<file path="src/rtl/boxhead_pkg.sv">
// boxhead_pkg: shared health-state type, widths and saturation helper
// Contents:
//   health_state_t  ALIVE / HIT / DEAD
//   BLOOD_W         width of the visible health value
//   ARITH_W         headroom width for saturating arithmetic
//   MAX_NORMAL_C    full health in normal mode
//   MAX_GOD_C       full health in god mode
//   min_w()         unsigned minimum at arithmetic width
package boxhead_pkg;
  typedef enum logic [1:0] {ALIVE, HIT, DEAD} health_state_t;
  localparam int BLOOD_W = 10;
  localparam int ARITH_W = 11;
  localparam int MAX_NORMAL_C = 50;
  localparam int MAX_GOD_C = 300;
  function automatic logic [ARITH_W-1:0] min_w(input logic [ARITH_W-1:0] a, input logic [ARITH_W-1:0] b);
    return (a < b) ? a : b;
  endfunction
endpackage

</file>
<file path="src/rtl/frame_down_counter.sv">
// frame_down_counter: loadable down counter decremented on frame ticks
// Ports:
//   clk_i       clock
//   rst_ni      asynchronous active-low reset, clears the count
//   load_i      load load_val_i (takes priority over tick)
//   load_val_i  value to load
//   tick_i      decrement strobe; the count stops at zero
//   zero_o      count is zero after this cycle's update, so a caller
//               can act on the same tick that brings it to zero
module frame_down_counter #(
  parameter int W = 5
) (
  input  logic         clk_i,
  input  logic         rst_ni,
  input  logic         load_i,
  input  logic [W-1:0] load_val_i,
  input  logic         tick_i,
  output logic         zero_o
);
  logic [W-1:0] cnt_q, cnt_d;
  always_comb cnt_d = load_i ? load_val_i : (tick_i && cnt_q != '0) ? cnt_q - 1'b1 : cnt_q;
  assign zero_o = (cnt_d == '0);
  always_ff @(posedge clk_i or negedge rst_ni)
    if (!rst_ni) cnt_q <= '0;
    else cnt_q <= cnt_d;
endmodule

</file>
<file path="src/rtl/player_health.sv">
// player_health: player hit points, god mode, i-frames and damage handshake
// Ports:
//   Clk             system clock
//   Reset_n         asynchronous active-low reset
//   Frame_Tick      one-Clk strobe per video frame
//   Damage_Req      damage request, held until acked
//   Damage_Amt      damage points, taken on the accepting edge
//   Damage_Ack      one-Clk pulse accepting the current request
//   Heal_Pickup     one-Clk heal strobe
//   Godmode_Toggle  one-Clk god mode flip strobe
//   Respawn         one-Clk respawn strobe
//   Player_Blood    current health, never above the current maximum
//   Godmode_On      god mode active
//   Invincible      high while in HIT
//   Player_Dead     high while in DEAD
// Build option: define PLAYER_HEALTH_REGEN_EN for per-frame regeneration
module player_health
  import boxhead_pkg::*;
#(
  parameter int MAX_NORMAL   = MAX_NORMAL_C,
  parameter int MAX_GOD      = MAX_GOD_C,
  parameter int HEAL_AMT     = 10,
  parameter int IFRAMES      = 30,
  parameter int REGEN_FRAMES = 60
) (
  input  logic               Clk,
  input  logic               Reset_n,
  input  logic               Frame_Tick,
  input  logic               Damage_Req,
  input  logic [7:0]         Damage_Amt,
  output logic               Damage_Ack,
  input  logic               Heal_Pickup,
  input  logic               Godmode_Toggle,
  input  logic               Respawn,
  output logic [BLOOD_W-1:0] Player_Blood,
  output logic               Godmode_On,
  output logic               Invincible,
  output logic               Player_Dead
);
  localparam int IW = $clog2(IFRAMES + 1);
  health_state_t state_q, state_d;
  logic [BLOOD_W-1:0] blood_q, blood_d;
  logic god_q, god_d, ack_q, inv_q, dead_q;
  logic take, dmg_alive, lethal, tog, resp, iframe_load, iframe_zero, regen_step;
  logic [ARITH_W-1:0] cur_max, cur_blood, dmg_amt, b_dmg, b_heal, b_regen, b_god;
  frame_down_counter #(.W(IW)) u_iframe (
    .clk_i      (Clk),
    .rst_ni     (Reset_n),
    .load_i     (iframe_load),
    .load_val_i (IW'(IFRAMES)),
    .tick_i     (Frame_Tick),
    .zero_o     (iframe_zero)
  );
`ifdef PLAYER_HEALTH_REGEN_EN
  localparam int RW = $clog2(REGEN_FRAMES + 1);
  logic [RW-1:0] regen_q, regen_d;
  logic regen_run, regen_wrap;
  // Counts frames only in ALIVE with no damage this cycle; otherwise parked at zero
  always_comb begin
    regen_run = (state_q == ALIVE) && !dmg_alive;
    regen_wrap = regen_run && Frame_Tick && (regen_q == RW'(REGEN_FRAMES - 1));
    regen_d = !regen_run ? '0 : regen_wrap ? '0 : Frame_Tick ? regen_q + 1'b1 : regen_q;
    regen_step = regen_wrap;
  end
  always_ff @(posedge Clk or negedge Reset_n)
    if (!Reset_n) regen_q <= '0;
    else regen_q <= regen_d;
`else
  assign regen_step = 1'b0;
`endif
  // Same-cycle order: damage, then heal, then regeneration; god mode toggle last
  always_comb begin
    cur_max = god_q ? ARITH_W'(MAX_GOD) : ARITH_W'(MAX_NORMAL);
    cur_blood = ARITH_W'(blood_q);
    dmg_amt = ARITH_W'(Damage_Amt);
    take = Damage_Req && !ack_q;
    dmg_alive = take && (state_q == ALIVE);
    b_dmg = !dmg_alive ? cur_blood : (cur_blood > dmg_amt) ? cur_blood - dmg_amt : '0;
    // Death is decided on the post-damage value, so a same-cycle heal cannot save it
    lethal = dmg_alive && (b_dmg == '0);
    b_heal = (Heal_Pickup && state_q != DEAD && !lethal) ? min_w(b_dmg + ARITH_W'(HEAL_AMT), cur_max) : b_dmg;
    b_regen = regen_step ? min_w(b_heal + 1'b1, cur_max) : b_heal;
    tog = Godmode_Toggle && state_q != DEAD && !lethal;
    b_god = !tog ? b_regen : god_q ? min_w(b_regen, ARITH_W'(MAX_NORMAL)) : ARITH_W'(MAX_GOD);
    god_d = god_q ^ tog;
    resp = Respawn && state_q == DEAD;
    blood_d = BLOOD_W'(resp ? cur_max : b_god);
    iframe_load = dmg_alive && !lethal;
    state_d = resp ? ALIVE : lethal ? DEAD : dmg_alive ? HIT : (state_q == HIT && iframe_zero) ? ALIVE : state_q;
  end
  always_ff @(posedge Clk or negedge Reset_n)
    if (!Reset_n) begin
      state_q <= ALIVE;
      blood_q <= BLOOD_W'(MAX_NORMAL);
      god_q <= 1'b0;
      ack_q <= 1'b0;
      inv_q <= 1'b0;
      dead_q <= 1'b0;
    end else begin
      state_q <= state_d;
      blood_q <= blood_d;
      god_q <= god_d;
      ack_q <= take;
      inv_q <= (state_d == HIT);
      dead_q <= (state_d == DEAD);
    end
  assign Damage_Ack = ack_q;
  assign Player_Blood = blood_q;
  assign Godmode_On = god_q;
  assign Invincible = inv_q;
  assign Player_Dead = dead_q;
endmodule

</file>
<file path="config.mk">
export PLATFORM = sky130hd
export DESIGN_NAME = player_health
export DESIGN_NICKNAME = d
export VERILOG_FILES = /design/src/rtl/boxhead_pkg.sv /design/src/rtl/frame_down_counter.sv /design/src/rtl/player_health.sv
export SDC_FILE = /design/constraint.sdc
export NUM_CORES = 1
export LEC_CHECK = 0
export ABC_AREA = 0
export BUFFER_PORTS_ARGS = -buffer_cell sky130_fd_sc_hd__buf_2
export CORE_UTILIZATION = 35
export DETAILED_ROUTE_END_ITERATION = 12
export SLEW_MARGIN = 25
export SYNTH_ARGS = -nofsm -noshare
export SYNTH_HDL_FRONTEND = slang
export SYNTH_HIERARCHICAL = 1
export SYNTH_SLANG_ARGS = --single-unit
</file>
<file path="constraint.sdc">
create_clock -name Clk -period 9.4 [get_ports Clk]
set_input_delay 0 -clock Clk [delete_from_list [all_inputs] [get_ports Clk]]
set_output_delay 0 -clock Clk [all_outputs]
set_load 0.01 [all_outputs]
</file>
==> results.sh <==
export IMPL_post_cts_setup_buffers=0
export IMPL_start_util=0.3611
export IMPL_setup_viol_count_final=0
export IMPL_numPortBuffers=28
export IMPL_clk_path_buf_depth=2
export IMPL_htreeDepth=1
export IMPL_worst_case_setup_margin_in_the_final_layout_ns=4.105
export IMPL_critical_path_top_delay_family="compound AO/OA/AOI/OAI gates"
export IMPL_grt_pass1_wl_mm=11.94
export IMPL_fmax_mhz=188.8
export IMPL_ant_nets=0
export IMPL_cts_repair_resize_count=0
export IMPL_timing_hold_worst_class="input pin to flip-flop"
export IMPL_reg2regPathDepth=17
export IMPL_slew_violations=0
export IMPL_number_of_flip_flops_and_latches_in_the_synthesized_netlist=21
export IMPL_critPathArrivalTime_ns=5.46
export IMPL_floorplan_die_area_um2=7349
export IMPL_timing_critical_path_slowest_cell_delay_ns=0.80
export IMPL_cells_after_dpl=418
export IMPL_tritoncts_num_sinks=21
export IMPL_status="complete, no violations"
export IMPL_cp_end_kind="flip-flop"
export IMPL_leakage_nw=1.172
export IMPL_critical_path_n_buffers_inverters=0
export IMPL_synth_area_leaders="dfrtp_1 18%, ha_1 7.1%, nand2_1 4.9%"
export IMPL_gp_congestion=0.9046
export IMPL_yosysUniqueCellTypes=75
export IMPL_synth_warnings=6
export IMPL_post_route_period_util=0.5633
export IMPL_placement_cell_area_um2=2683
export IMPL_fin_worst_hold_slack_ns=0.03161
export IMPL_combined_flip_flop_and_latch_cell_area_um2=529.3
export IMPL_unrepaired_setup_endpoints_after_global_routing="false"
export IMPL_path_common_cell="ha_1"
export IMPL_powerDensity_nw_per_um2=408.6
export IMPL_setup_worst_path_start_class="flip-flop"
export IMPL_min_to="Damage_Ack"
export IMPL_die_h_um=85.73
export IMPL_fin_tns_setup_ns=0
export IMPL_post_synth_top_count_cell="nand2_1"
export IMPL_worst_slew_margin_rel=0.3776
export IMPL_fp_coreArea_um2=6794
export IMPL_number_of_placement_rows=30
export IMPL_timing_rr_end="Player_Blood[0]"
export IMPL_final_nets=358
export IMPL_postSynth_asyncResetShare=1.000
export IMPL_grt_use_total=0.2059
export IMPL_io_pins=29
export IMPL_path_clk_slew_ns=0.10
export IMPL_final_cells=423
export IMPL_clock_latency_ns=0.28
export IMPL_post_drt_via_cell_ratio=5.759
export IMPL_worst_setup_path_type="flip-flop to flip-flop"
export IMPL_num_vias=2436
export IMPL_synth_top_area_frac=0.1836
export IMPL_grt_start_max_net_pins=26
export IMPL_maximum_net_fanout_on_the_critical_path=12
export IMPL_post_route_cells_drive_above_1_share=0.2018
export IMPL_hold_depth=2
export IMPL_floorplan_die_width_um=85.73
export IMPL_post_dp_hpwl_mm=5.687
export IMPL_synth_enable_flop_cells=0
export IMPL_grt_pass1_vias=2352
export IMPL_worst_slew_pin_slew_ns=0.9318
export IMPL_layout_cell_area_non_filler_um2=2748
export IMPL_grt_overflow=0
export IMPL_final_min_clock_period_ns=5.295
export IMPL_min_from="Damage_Req"
export IMPL_ys_dominant_reg_cell="dfrtp_1"
export IMPL_detailedRoute_firstIterationViolations=140
export IMPL_path_cells="ha_1 -> a21o_1 -> a31o_1 -> a211oi_2 -> nor3_2 -> a22o_1 -> ha_1 -> xor2_1 -> ha_1 -> o21ai_0 -> a21oi_1 -> o21ai_0 -> o32a_4 -> a21oi_2 -> a211oi_1 -> o21ai_1 -> a21o_1"
export IMPL_avgRoutedWirePerCell_um=17.25
export IMPL_worst_path_required_ns=9.57
export IMPL_critical_path_slowest_cell="a211oi_2"
export IMPL_route_final_wire_length_mm=7.296
export IMPL_initial_antenna_violation_count=0
export IMPL_skew_ns=0.01160
export IMPL_clock_tree_from_tritoncts="yes"
export IMPL_drt_pass1_iterations=4
export IMPL_route_detailed_drc=0
export IMPL_detailedPlace_worstSlack_ns=4.303
export IMPL_multi_input_area_um2=1805
export IMPL_cap_violations=0
export IMPL_synth_sequential_area_ratio=0.2157
export IMPL_reg_to_reg_startpoint="Player_Blood[4]"
export IMPL_irDropWorstVdd_mv=0.1461
export IMPL_synthCells=299
export IMPL_r2r_setup_slack_ns=4.10
export IMPL_postSynthAreaPerCell_um2=8.206
export IMPL_cts_buffers=3
export IMPL_syn2layout_area_growth_pct=11.98
export IMPL_final_hold_violation_count=0
export IMPL_synth_top_cells_by_count="32 x nand2_1, 23 x a21oi_1, 20 x inv_1, 18 x dfrtp_1, 17 x nor2_1"
export IMPL_clk_root_buffer_cell="clkbuf_8"
export IMPL_num_antenna_cells=0
export IMPL_mappedNetlistArea_um2=2454
export IMPL_final_fill_count=711
export IMPL_yosys_area_top_type="dfrtp_1"
[routing by layer]
layer	GRT usage	routed length (um)
met1	0.2844	3521
met2	0.3353	3278
met3	0.02117	325
met4	0.07121	172
met5	0	0
[cells by family (layout without fill, tap and decap cells)]
logic type / count (synthesis) / count (layout) / share of synthesized area
muxes: 2 / 2 / 0.008669
and+or+nand+nor: 118 / 118 / 0.2718
AOI/OAI and AO/OA: 102 / 102 / 0.3371
DFF: 21 / 21 / 0.2157
other: 2 / 5 / 0.003061
buffers and inverters: 31 / 56 / 0.05558
xor gates and xnor gates: 8 / 8 / 0.02856
adders and majority gates: 15 / 15 / 0.07955
[worst max-delay path by stage]
stage	start	endpoint	slack, ns	depth (start not counted)
2_1_floorplan	Player_Blood[4]	Player_Blood[3]	5.15	18
3_3_place_gp	Player_Blood[4]	Player_Blood[0]	4.39	18
3_5_place_dp	Player_Blood[4]	Player_Blood[0]	4.30	17
4_1_cts	Player_Blood[4]	Player_Blood[0]	4.25	17
5_1_grt	Player_Blood[2]	Player_Blood[4]	3.80	17
6_report	Player_Blood[4]	Player_Blood[0]	4.10	17
[per-stage QoR]
step                  util  total power [mW]
floorplan                -            0.8335
global placement    0.3948             1.032
detailed placement  0.3948             1.034
CTS                 0.4035             1.107
global route        0.4044             1.220
finish              0.4044             1.123
[sequential cells by signal, indices dropped and copies added (netlist names)]
name / count
Player_Dead: 1
Player_Blood: 10
state_q: 2
Damage_Ack: 1
Invincible: 1
Godmode_On: 1
u_iframe/cnt_q: 5
[where the power goes]
| group | internal [mW] | switching [mW] | total [mW] |
|---|---|---|---|
| clock | 0.0301 | 0.0387 | 0.0689 |
| sequential | 0.132 | 0.0522 | 0.184 |
| combinational | 0.338 | 0.532 | 0.870 |
[cells in the final DEF (no fill, tap or decap), drive strengths merged, types with 4 or more instances in the layout]
cell type | Yosys | routed
conb | 2 | 5
a21oi | 25 | 25
and2 | 6 | 6
ha | 14 | 14
a211oi | 7 | 7
nor4 | 5 | 5
nor2 | 17 | 17
nand3 | 8 | 8
o41ai | 7 | 7
nor3b | 4 | 4
nor2b | 4 | 4
nand4 | 5 | 5
nand2 | 35 | 35
a21o | 7 | 7
o31a | 4 | 4
inv | 21 | 21
dfrtp | 18 | 18
a31oi | 4 | 4
nor3 | 11 | 11
xnor2 | 6 | 6
buf | 6 | 30
o21ai | 11 | 11
[area by class of cell]
cell class,instances,share of cell area
clock buffer,3,0.01503
clock inverter,1,0.002732
inverter,21,0.02869
multi-input combinational,250,0.6571
sequential,21,0.1926
tap,96,0.04372
timing repair buffer,31,0.06011
[what timing repair did]
action / 4_1_cts / 5_1_grt
setup endpoints to repair: 0 / 0
hold buffers: 1 / 0
hold endpoints to repair: 18 / 0
No activity file was read; power rests on OpenSTA's default activity.
